[src/rtl/cache_ctrl_if.sv]
// CPU word port and main-memory block port of the cache controller.
// The slave modport is the controller's view; master is the CPU/memory side.
interface cache_ctrl_if;
    logic         cpu_req;
    logic         cpu_rw;
    logic [9:0]   cpu_addr;
    logic [31:0]  cpu_wdata;
    logic [31:0]  cpu_rdata;
    logic         cpu_ready;
    logic         mem_read_write;
    logic [9:0]   mem_address;
    logic [127:0] mem_writedata;
    logic [127:0] mem_readdata;

    modport slave (
        input  cpu_req, cpu_rw, cpu_addr, cpu_wdata, mem_readdata,
        output cpu_rdata, cpu_ready, mem_read_write, mem_address, mem_writedata
    );

    modport master (
        output cpu_req, cpu_rw, cpu_addr, cpu_wdata, mem_readdata,
        input  cpu_rdata, cpu_ready, mem_read_write, mem_address, mem_writedata
    );
endinterface

[src/rtl/cache_ctrl.sv]
// Direct-mapped write-back/write-allocate cache controller with 128-bit lines,
// fixed-latency memory sequencing and wrapping hit/miss counters.
module cache_ctrl #(
    parameter int NUM_LINES = 4,
    parameter int MEM_LAT   = 2,
    parameter int CNT_W     = 16
) (
    input  logic             clock,
    input  logic             reset,
    cache_ctrl_if.slave      bus,
    output logic [CNT_W-1:0] hit_cnt,
    output logic [CNT_W-1:0] miss_cnt
);
    localparam int INDEX_W = $clog2(NUM_LINES);
    localparam int TAG_W   = 6 - INDEX_W;
    localparam int LAT_W   = (MEM_LAT > 1) ? $clog2(MEM_LAT) : 1;

    typedef enum logic [2:0] {
        S_IDLE,
        S_COMPARE,
        S_WRITEBACK,
        S_ALLOCATE,
        S_DONE
    } state_t;

    state_t r_state;
    state_t w_state_next;

    logic                 r_rw;
    logic [9:0]           r_addr;
    logic [31:0]          r_wdata;
    logic                 r_first;
    logic [LAT_W-1:0]     r_lat;

    logic [NUM_LINES-1:0] r_valid;
    logic [NUM_LINES-1:0] r_dirty;
    logic [TAG_W-1:0]     r_tag  [NUM_LINES];
    logic [127:0]         r_line [NUM_LINES];

    logic [31:0]          r_cpu_rdata;
    logic                 r_cpu_ready;
    logic                 r_mem_rw;
    logic [9:0]           r_mem_addr;
    logic [127:0]         r_mem_wdata;
    logic [CNT_W-1:0]     r_hit_cnt;
    logic [CNT_W-1:0]     r_miss_cnt;

    logic [TAG_W-1:0]     w_req_tag;
    logic [INDEX_W-1:0]   w_idx;
    logic [1:0]           w_word;
    logic [127:0]         w_line;
    logic [127:0]         w_line_wr;
    logic [31:0]          w_words [4];
    logic                 w_hit;
    logic                 w_victim_dirty;
    logic                 w_lat_last;
    logic                 w_unused;

    assign w_req_tag      = r_addr[9 -: TAG_W];
    assign w_idx          = r_addr[4 +: INDEX_W];
    assign w_word         = r_addr[3:2];
    assign w_line         = r_line[w_idx];
    assign w_hit          = r_valid[w_idx] && (r_tag[w_idx] == w_req_tag);
    assign w_victim_dirty = r_valid[w_idx] && r_dirty[w_idx];
    assign w_lat_last     = (r_lat == LAT_W'(MEM_LAT - 1));
    assign w_unused       = ^bus.cpu_addr[1:0];

    // Word lanes of the addressed line, and the same line with the write word merged in.
    generate
        for (genvar gi = 0; gi < 4; gi++) begin : g_word
            assign w_words[gi]            = w_line[32*gi +: 32];
            assign w_line_wr[32*gi +: 32] = (w_word == 2'(gi)) ? r_wdata : w_line[32*gi +: 32];
        end
    endgenerate

    always_comb begin
        w_state_next = r_state;
        case (r_state)
            S_IDLE:      if (bus.cpu_req) w_state_next = S_COMPARE;
            S_COMPARE: begin
                if (w_hit)               w_state_next = S_DONE;
                else if (w_victim_dirty) w_state_next = S_WRITEBACK;
                else                     w_state_next = S_ALLOCATE;
            end
            S_WRITEBACK: if (w_lat_last) w_state_next = S_ALLOCATE;
            S_ALLOCATE:  if (w_lat_last) w_state_next = S_COMPARE;
            S_DONE:      w_state_next = S_IDLE;
            default:     w_state_next = S_IDLE;
        endcase
    end

    always_ff @(posedge clock) begin
        if (reset) begin
            r_state     <= S_IDLE;
            r_rw        <= 1'b0;
            r_addr      <= '0;
            r_wdata     <= '0;
            r_first     <= 1'b0;
            r_lat       <= '0;
            r_valid     <= '0;
            r_dirty     <= '0;
            r_cpu_rdata <= '0;
            r_cpu_ready <= 1'b0;
            r_mem_rw    <= 1'b0;
            r_mem_addr  <= '0;
            r_mem_wdata <= '0;
            r_hit_cnt   <= '0;
            r_miss_cnt  <= '0;
        end else begin
            r_state     <= w_state_next;
            r_cpu_ready <= (w_state_next == S_DONE);
            // Memory writes whenever this is high, so it tracks WRITEBACK exactly.
            r_mem_rw    <= (w_state_next == S_WRITEBACK);

            if ((r_state != w_state_next) ||
                ((r_state != S_WRITEBACK) && (r_state != S_ALLOCATE)))
                r_lat <= '0;
            else
                r_lat <= r_lat + LAT_W'(1);

            case (r_state)
                S_IDLE: begin
                    if (bus.cpu_req) begin
                        r_rw    <= bus.cpu_rw;
                        r_addr  <= bus.cpu_addr;
                        r_wdata <= bus.cpu_wdata;
                        r_first <= 1'b1;
                    end
                end
                S_COMPARE: begin
                    // Only the first compare of a request is counted; the post-refill one is not.
                    if (r_first) begin
                        r_first <= 1'b0;
                        if (w_hit) r_hit_cnt  <= r_hit_cnt + CNT_W'(1);
                        else       r_miss_cnt <= r_miss_cnt + CNT_W'(1);
                    end
                    if (w_hit) begin
                        if (r_rw) begin
                            r_line[w_idx]  <= w_line_wr;
                            r_dirty[w_idx] <= 1'b1;
                        end else begin
                            r_cpu_rdata <= w_words[w_word];
                        end
                    end else if (w_victim_dirty) begin
                        r_mem_addr  <= {r_tag[w_idx], w_idx, 4'b0000};
                        r_mem_wdata <= w_line;
                    end else begin
                        r_mem_addr <= {w_req_tag, w_idx, 4'b0000};
                    end
                end
                S_WRITEBACK: begin
                    if (w_lat_last) begin
                        r_dirty[w_idx] <= 1'b0;
                        r_mem_addr     <= {w_req_tag, w_idx, 4'b0000};
                    end
                end
                S_ALLOCATE: begin
                    if (w_lat_last) begin
                        r_line[w_idx]  <= bus.mem_readdata;
                        r_tag[w_idx]   <= w_req_tag;
                        r_valid[w_idx] <= 1'b1;
                        r_dirty[w_idx] <= 1'b0;
                    end
                end
                default: ;
            endcase
        end
    end

    assign bus.cpu_rdata      = r_cpu_rdata;
    assign bus.cpu_ready      = r_cpu_ready;
    assign bus.mem_read_write = r_mem_rw;
    assign bus.mem_address    = r_mem_addr;
    assign bus.mem_writedata  = r_mem_wdata;
    assign hit_cnt            = r_hit_cnt;
    assign miss_cnt           = r_miss_cnt;
endmodule

[src/flat_wrapper.sv]
// flat-port wrapper written by rule: the top's interface ports become plain ports
module cache_ctrl_flat 
#(
    parameter int NUM_LINES = 4,
    parameter int MEM_LAT   = 2,
    parameter int CNT_W     = 16
)
  (clock, reset, hit_cnt, miss_cnt, bus_cpu_req, bus_cpu_rw, bus_cpu_addr, bus_cpu_wdata, bus_mem_readdata, bus_cpu_rdata, bus_cpu_ready, bus_mem_read_write, bus_mem_address, bus_mem_writedata);
  cache_ctrl_if bus_i ();
  input  logic clock;
  input  logic reset;
  output logic [CNT_W-1:0] hit_cnt;
  output logic [CNT_W-1:0] miss_cnt;
  input wire logic [$bits(bus_i.cpu_req)-1:0] bus_cpu_req;
  input wire logic [$bits(bus_i.cpu_rw)-1:0] bus_cpu_rw;
  input wire logic [$bits(bus_i.cpu_addr)-1:0] bus_cpu_addr;
  input wire logic [$bits(bus_i.cpu_wdata)-1:0] bus_cpu_wdata;
  input wire logic [$bits(bus_i.mem_readdata)-1:0] bus_mem_readdata;
  output wire logic [$bits(bus_i.cpu_rdata)-1:0] bus_cpu_rdata;
  output wire logic [$bits(bus_i.cpu_ready)-1:0] bus_cpu_ready;
  output wire logic [$bits(bus_i.mem_read_write)-1:0] bus_mem_read_write;
  output wire logic [$bits(bus_i.mem_address)-1:0] bus_mem_address;
  output wire logic [$bits(bus_i.mem_writedata)-1:0] bus_mem_writedata;
  assign bus_i.cpu_req = bus_cpu_req;
  assign bus_i.cpu_rw = bus_cpu_rw;
  assign bus_i.cpu_addr = bus_cpu_addr;
  assign bus_i.cpu_wdata = bus_cpu_wdata;
  assign bus_i.mem_readdata = bus_mem_readdata;
  assign bus_cpu_rdata = bus_i.cpu_rdata;
  assign bus_cpu_ready = bus_i.cpu_ready;
  assign bus_mem_read_write = bus_i.mem_read_write;
  assign bus_mem_address = bus_i.mem_address;
  assign bus_mem_writedata = bus_i.mem_writedata;
  cache_ctrl #(.NUM_LINES(NUM_LINES), .MEM_LAT(MEM_LAT), .CNT_W(CNT_W)) u_core (.clock(clock), .reset(reset), .bus(bus_i), .hit_cnt(hit_cnt), .miss_cnt(miss_cnt));
endmodule
[config.mk]
export PLATFORM = sky130hd
export DESIGN_NAME = cache_ctrl_flat
export DESIGN_NICKNAME = d
export VERILOG_FILES = /design/src/rtl/cache_ctrl_if.sv /design/src/rtl/cache_ctrl.sv /design/src/flat_wrapper.sv
export SDC_FILE = /design/constraint.sdc
export NUM_CORES = 1
export LEC_CHECK = 0
export CORE_MARGIN = 4
export CORE_UTILIZATION = 30
export CTS_BUF_LIST = sky130_fd_sc_hd__clkbuf_4
export DETAILED_ROUTE_END_ITERATION = 12
export SYNTH_ARGS = -nofsm -noshare
export SYNTH_HDL_FRONTEND = slang
export SYNTH_SLANG_ARGS = --single-unit
[constraint.sdc]
create_clock -name clock -period 14.5 [get_ports clock]
set_clock_uncertainty 0.15 [all_clocks]
set_input_delay 3.625 -clock clock [delete_from_list [all_inputs] [get_ports clock]]
set_output_delay 3.625 -clock clock [all_outputs]
set_load 0.005 [all_outputs]
=== Yosys cells after proc, flatten, opt, wreduce, memory -nomap -nowiden ===
Memory sizes are Yosys's and may differ from the RTL's. A register that Yosys moved wholly into a read port is not among the register bits.
Cells that the tools add are included.

* RAM bits: 528
* Memories: 2
* Register bits after elaboration: 260

* Mux-type cells: 43
* Equal/unequal tests: 18
* Bitwise operators: 8
* Reduce and logical (&&, ||, !) cells: 21
* Order comparisons: 3
* Add/subtract/negate cells: 3

{| class="wikitable"
|+ Memories
! memory !! depth !! width !! read ports !! clocked after memory_dff !! wr ports !! line !! source
|-
| u_core.r_line || 4 || 128 || 1 || 1 || 1 || cache_ctrl.sv:38 || <nowiki>logic [127:0] r_line [NUM_LINES];</nowiki>
|-
| u_core.r_tag || 4 || 4 || 1 || 1 || 1 || cache_ctrl.sv:37 || <nowiki>logic [TAG_W-1:0] r_tag [NUM_LINES];</nowiki>
|}

{| class="wikitable"
|+ Operator list
! operator !! number
|-
| $mux W32 || 6
|-
| $mux W128 || 1
|-
| $bmux W32 S2 || 1
|-
| $add A16 B1 Y16 const B || 2
|-
| $mux W10 || 3
|-
| $pmux W10 S2 || 1
|-
| $reduce_and A3 Y1 || 5
|-
| $mux W1 || 14
|-
| $mux W3 || 4
|-
| $mux W4 || 3
|-
| $pmux W3 S4 || 1
|-
| $eq A3 B2 Y1 const B || 3
|-
| $mux W2 || 4
|-
| $ne A2 B1 Y1 const B || 4
|-
| $or A4 B4 Y4 || 2
|-
| $pmux W4 S2 || 1
|-
| $ne A3 B2 Y1 const B || 2
|-
| $reduce_and A2 Y1 || 3
|-
| $reduce_bool A2 Y1 || 3
|-
| $and A4 B4 Y4 || 1
|-
| $bmux W1 S2 || 2
|-
| $eq A2 B2 Y1 const B || 2
|-
| $eq A4 B4 Y1 || 1
|-
| $logic_and A1 B1 Y1 || 4
|-
| other kinds (20) || 23
|}

=== Logic depth before layout (Yosys ltp) ===
* Depth after elaboration: 9
* Mapped depth: 9
* Gate-level depth less buffers: 6

=== Worst setup path after synthesis ===
Ideal clock, no wire load.

* Path type: input to register
* Start: in reset
* End: mem u_core.r_line[0][0] (enable)
* Data required time: 13692 ps
* Slack: 3005 ps
* Arrival: 10688 ps
* Library setup time: 658 ps
* Cell stages on the path: 6
* Path through: clkbuf_1 clkbuf_1 clkbuf_1 nor3b_1 nand3_1 a21oi_1

* Cells in the longest elaborated chain, start to end: 3
* Elaborated cells between the ends (all ways): 5
* Those cells by class: mux: 4; bitwise: 1

{| class="wikitable"
|+ RTL lines
! what !! line !! source
|-
| start: declaration || flat_wrapper.sv:11 || <nowiki>input logic reset;</nowiki>
|-
| $mux W1 || cache_ctrl.sv:93 || <nowiki>if (reset) begin</nowiki>
|-
| $mux W1, on equally long branches || cache_ctrl.sv:139, cache_ctrl.sv:159 ||
|-
| $or A1 B1 Y1 (no source line) (*) || n/a ||
|-
| end: declaration || cache_ctrl.sv:38 ||
|}

Mark *: on every way between the ends. The rest lies on a longest branch, timed or not.

=== Worst setup path in the final report ===
* Start: in reset
* End: mem u_core.r_line[3][114] (enable)

The elaborated chain is that of the path after synthesis.

==> out/metrics.csv <==
metric,value,unit
outcome,"finished, final reports clean",
slew margin rel.,27.60,%
"EDFF count, synth",528,
clock period minus worst slack,6.323,ns
met1 Track Usage GR,21.88,%
port bufs,371,
Worst Hold Path Cells,2,
Total GRT Usage,16.80,%
Routed wire per std cell,22.18,µm
PwrDens,118.4,nW/µm²
Nets,3011,
clock insertion delay at the later pin of the skew report,1.07,ns
worst hold path type,reg -> reg,
DRT Wirelength,100.1,mm
CTS tree,done,
Core Region,111100,µm²
leakage,13.93,nW
Synth-to-Final Area Change,23.44,%
synthesis warning total,0,
"most common cell after layout, fill and taps aside",edfxtp_1,
Critical Path Fanout Max,118,
worst-margin pin slew,1.086,ns
share of post-route cells with drive strength above 1,19.74,%
Max Cap Violations,0,
post-synthesis cell count,2406,
CP dominant cell by count,buf_4,
H-tree depth,4,
"FFs w/ async S/R, synth",0,%
largest net degree at the start of global routing,171,
crit-path leading delay family,buffers and inverters,
DR vias,21770,
DRT antenna net count,0,
Max Clock Freq,158.1,MHz
Global Route met3 Usage,5.898,%
Num CTS Buffers,207,
first-pass GRT wire length,147.4,mm
drt first-iter violations,1304,
Via density,4.827,
Remaining DRCs,0,
dominant synthesized flop cell,edfxtp_1,
Die Y,343.4,µm
final period utilization,43.61,%
clock root buffer,clkbuf_4,
most frequent cells in the layout,"528 x edfxtp_1, 370 x clkdlybuf4s50_1, 336 x clkbuf_4",
CP Capture Type,flop,
DP Worst Slack,7.076,ns
GR Util met2,26.04,%
Chip Width,343.4,µm
post_cts resized,0,
Worst path depth,6,
vias in the first global route,22550,
Setup crit start kind,input pin,
CP Buf/Inv Count,4,
Max Slew Vio Count,0,
Crit path arrival time,6.81,ns
number of post-CTS setup repair buffers,0,
Critical-path top delay cell,buf_4,
clock sink count,784,
CP Class,in -> reg,
# IOs,378,
RSZ-0062 raised after global routing,false,
crit-path cells,buf_8 -> buf_4 -> or3_1 -> a21oi_4 -> buf_4 -> buf_4,
Final TNS setup,0,ns
number of core rows,122,
"flops & latches, synth",784,
final hold violation count,0,
Clock Pin Slew Worst Setup and Hold Paths,0.06,ns
number of detailed-route iterations in the first pass,7,
GRT busiest layer,met2,
Critical Path RT,14.98,ns
GRT overflow,0,
antenna violations before repair,8,
synthesized area per cell,14.03,µm²
post-synthesis sequential area ratio,62.17,%
Max IR drop VDD,0.00004907,V
max incr delay on CP,0.78,ns
Initial Util,30.37,%
Final WS setup,8.177,ns
R2R cell count,7,
Netlist cell types,45,
Max Buffers Root-to-Sink,3,
hold buffers post-CTS,0,
Mapped Area,33740,µm²
post-DP HPWL,60.80,mm
die area,117900,µm²
Final GP Congestion,0.7630,
endpoints failing setup,0,
## area by class of cell
cell class / instances / area, µm²
fill: 10810 / 69470
sequential: 784 / 21000
multi-input combinational: 1437 / 11990
timing repair buffer: 397 / 3976
clock buffer: 336 / 2522
tap: 1488 / 1862
clock inverter: 57 / 275.3
inverter: 8 / 30.03
antenna: 3 / 7.507
## cells in the mapped netlist, drive strengths merged (32+ instances only)
cell | number | area [µm²]
buf | 68 | 442.9
clkbuf | 112 | 420.4
dfxtp | 256 | 5125
nand3 | 50 | 262.8
a21oi | 87 | 439.2
nor2b | 32 | 200.2
nor2 | 54 | 202.7
o21ai | 172 | 860.8
edfxtp | 528 | 15860
nand2b | 267 | 1670
nand2 | 226 | 848.3
mux4 | 166 | 3739
mux2 | 33 | 371.6
mux2i | 263 | 2633
## kinds of logic after synthesis
family | share of synthesized area, %
flip-flops | 62.17
AND/OR/NAND/NOR | 10.48
multiplexers | 19.98
AO/OA/AOI/OAI | 4.442
buffers and inverters | 2.647
XOR/XNOR | 0.1928
adder cells (fa/ha/maj) | 0.07414
other | 0.01111
## worst reg2reg max path, stage by stage (launching register included)
cell     delay (ns)
dfxtp_4        0.88
mux4_2         0.65
xnor2_2        0.31
and2_1         0.74
nand3_1        0.56
a21oi_4        0.27
buf_4          0.54
buf_4          0.80
## final timing paths
kind | start | end | slack (ns)
max reg2reg | flop | u_core.r_line[3][114] | 9.15
min reg2reg | u_core.bus.mem_writedata[123] | u_core.bus.mem_writedata[123] | 0.32
max | reset | u_core.r_line[3][114] | 8.18
min | u_core.bus.mem_writedata[123] | u_core.bus.mem_writedata[123] | 0.32
## report_power, final
part / total [W] / internal, W / switching [W] / leakage, nW
registers: 0.00247 / 0.00243 / 0.0000384 / 6.85
clock network: 0.00200 / 0.00107 / 0.000935 / 1.69
logic: 0.000457 / 0.000197 / 0.000260 / 5.40
## per-stage QoR
stage	cells	util, %	hold slack [ns]	instance area (µm²)	total power [W]
floorplan	2409	-	0.2971	33760	0.002795
global placement	4114	34.96	0.3093	38850	0.002982
detailed placement	4114	34.96	0.3103	38850	0.002986
CTS	4507	37.48	0.3236	41650	0.005014
global route	4509	37.48	0.3458	41650	0.005178
finish	4510	37.48	0.3221	41660	0.004932
## state kept, by name (all words and copies together) (netlist names), 3 cells and up, named ones only
name and flops:
u_core.bus.mem_writedata 128, u_core.hit_cnt 16, u_core.r_wdata 32, u_core.r_line 512
u_core.miss_cnt 16, u_core.r_valid 4, u_core.r_tag 16, u_core.r_addr 8
u_core.bus.mem_address 6, u_core.r_state 3, u_core.bus.cpu_rdata 32
## metal layers
layer  wire length [µm]  vias up
met5                 33        -
met4               2471        6
met3               8498      162
met2              45990      690
met1              43060    10950
li1                   -     9966
No activity file was read; power rests on OpenSTA's default activity.
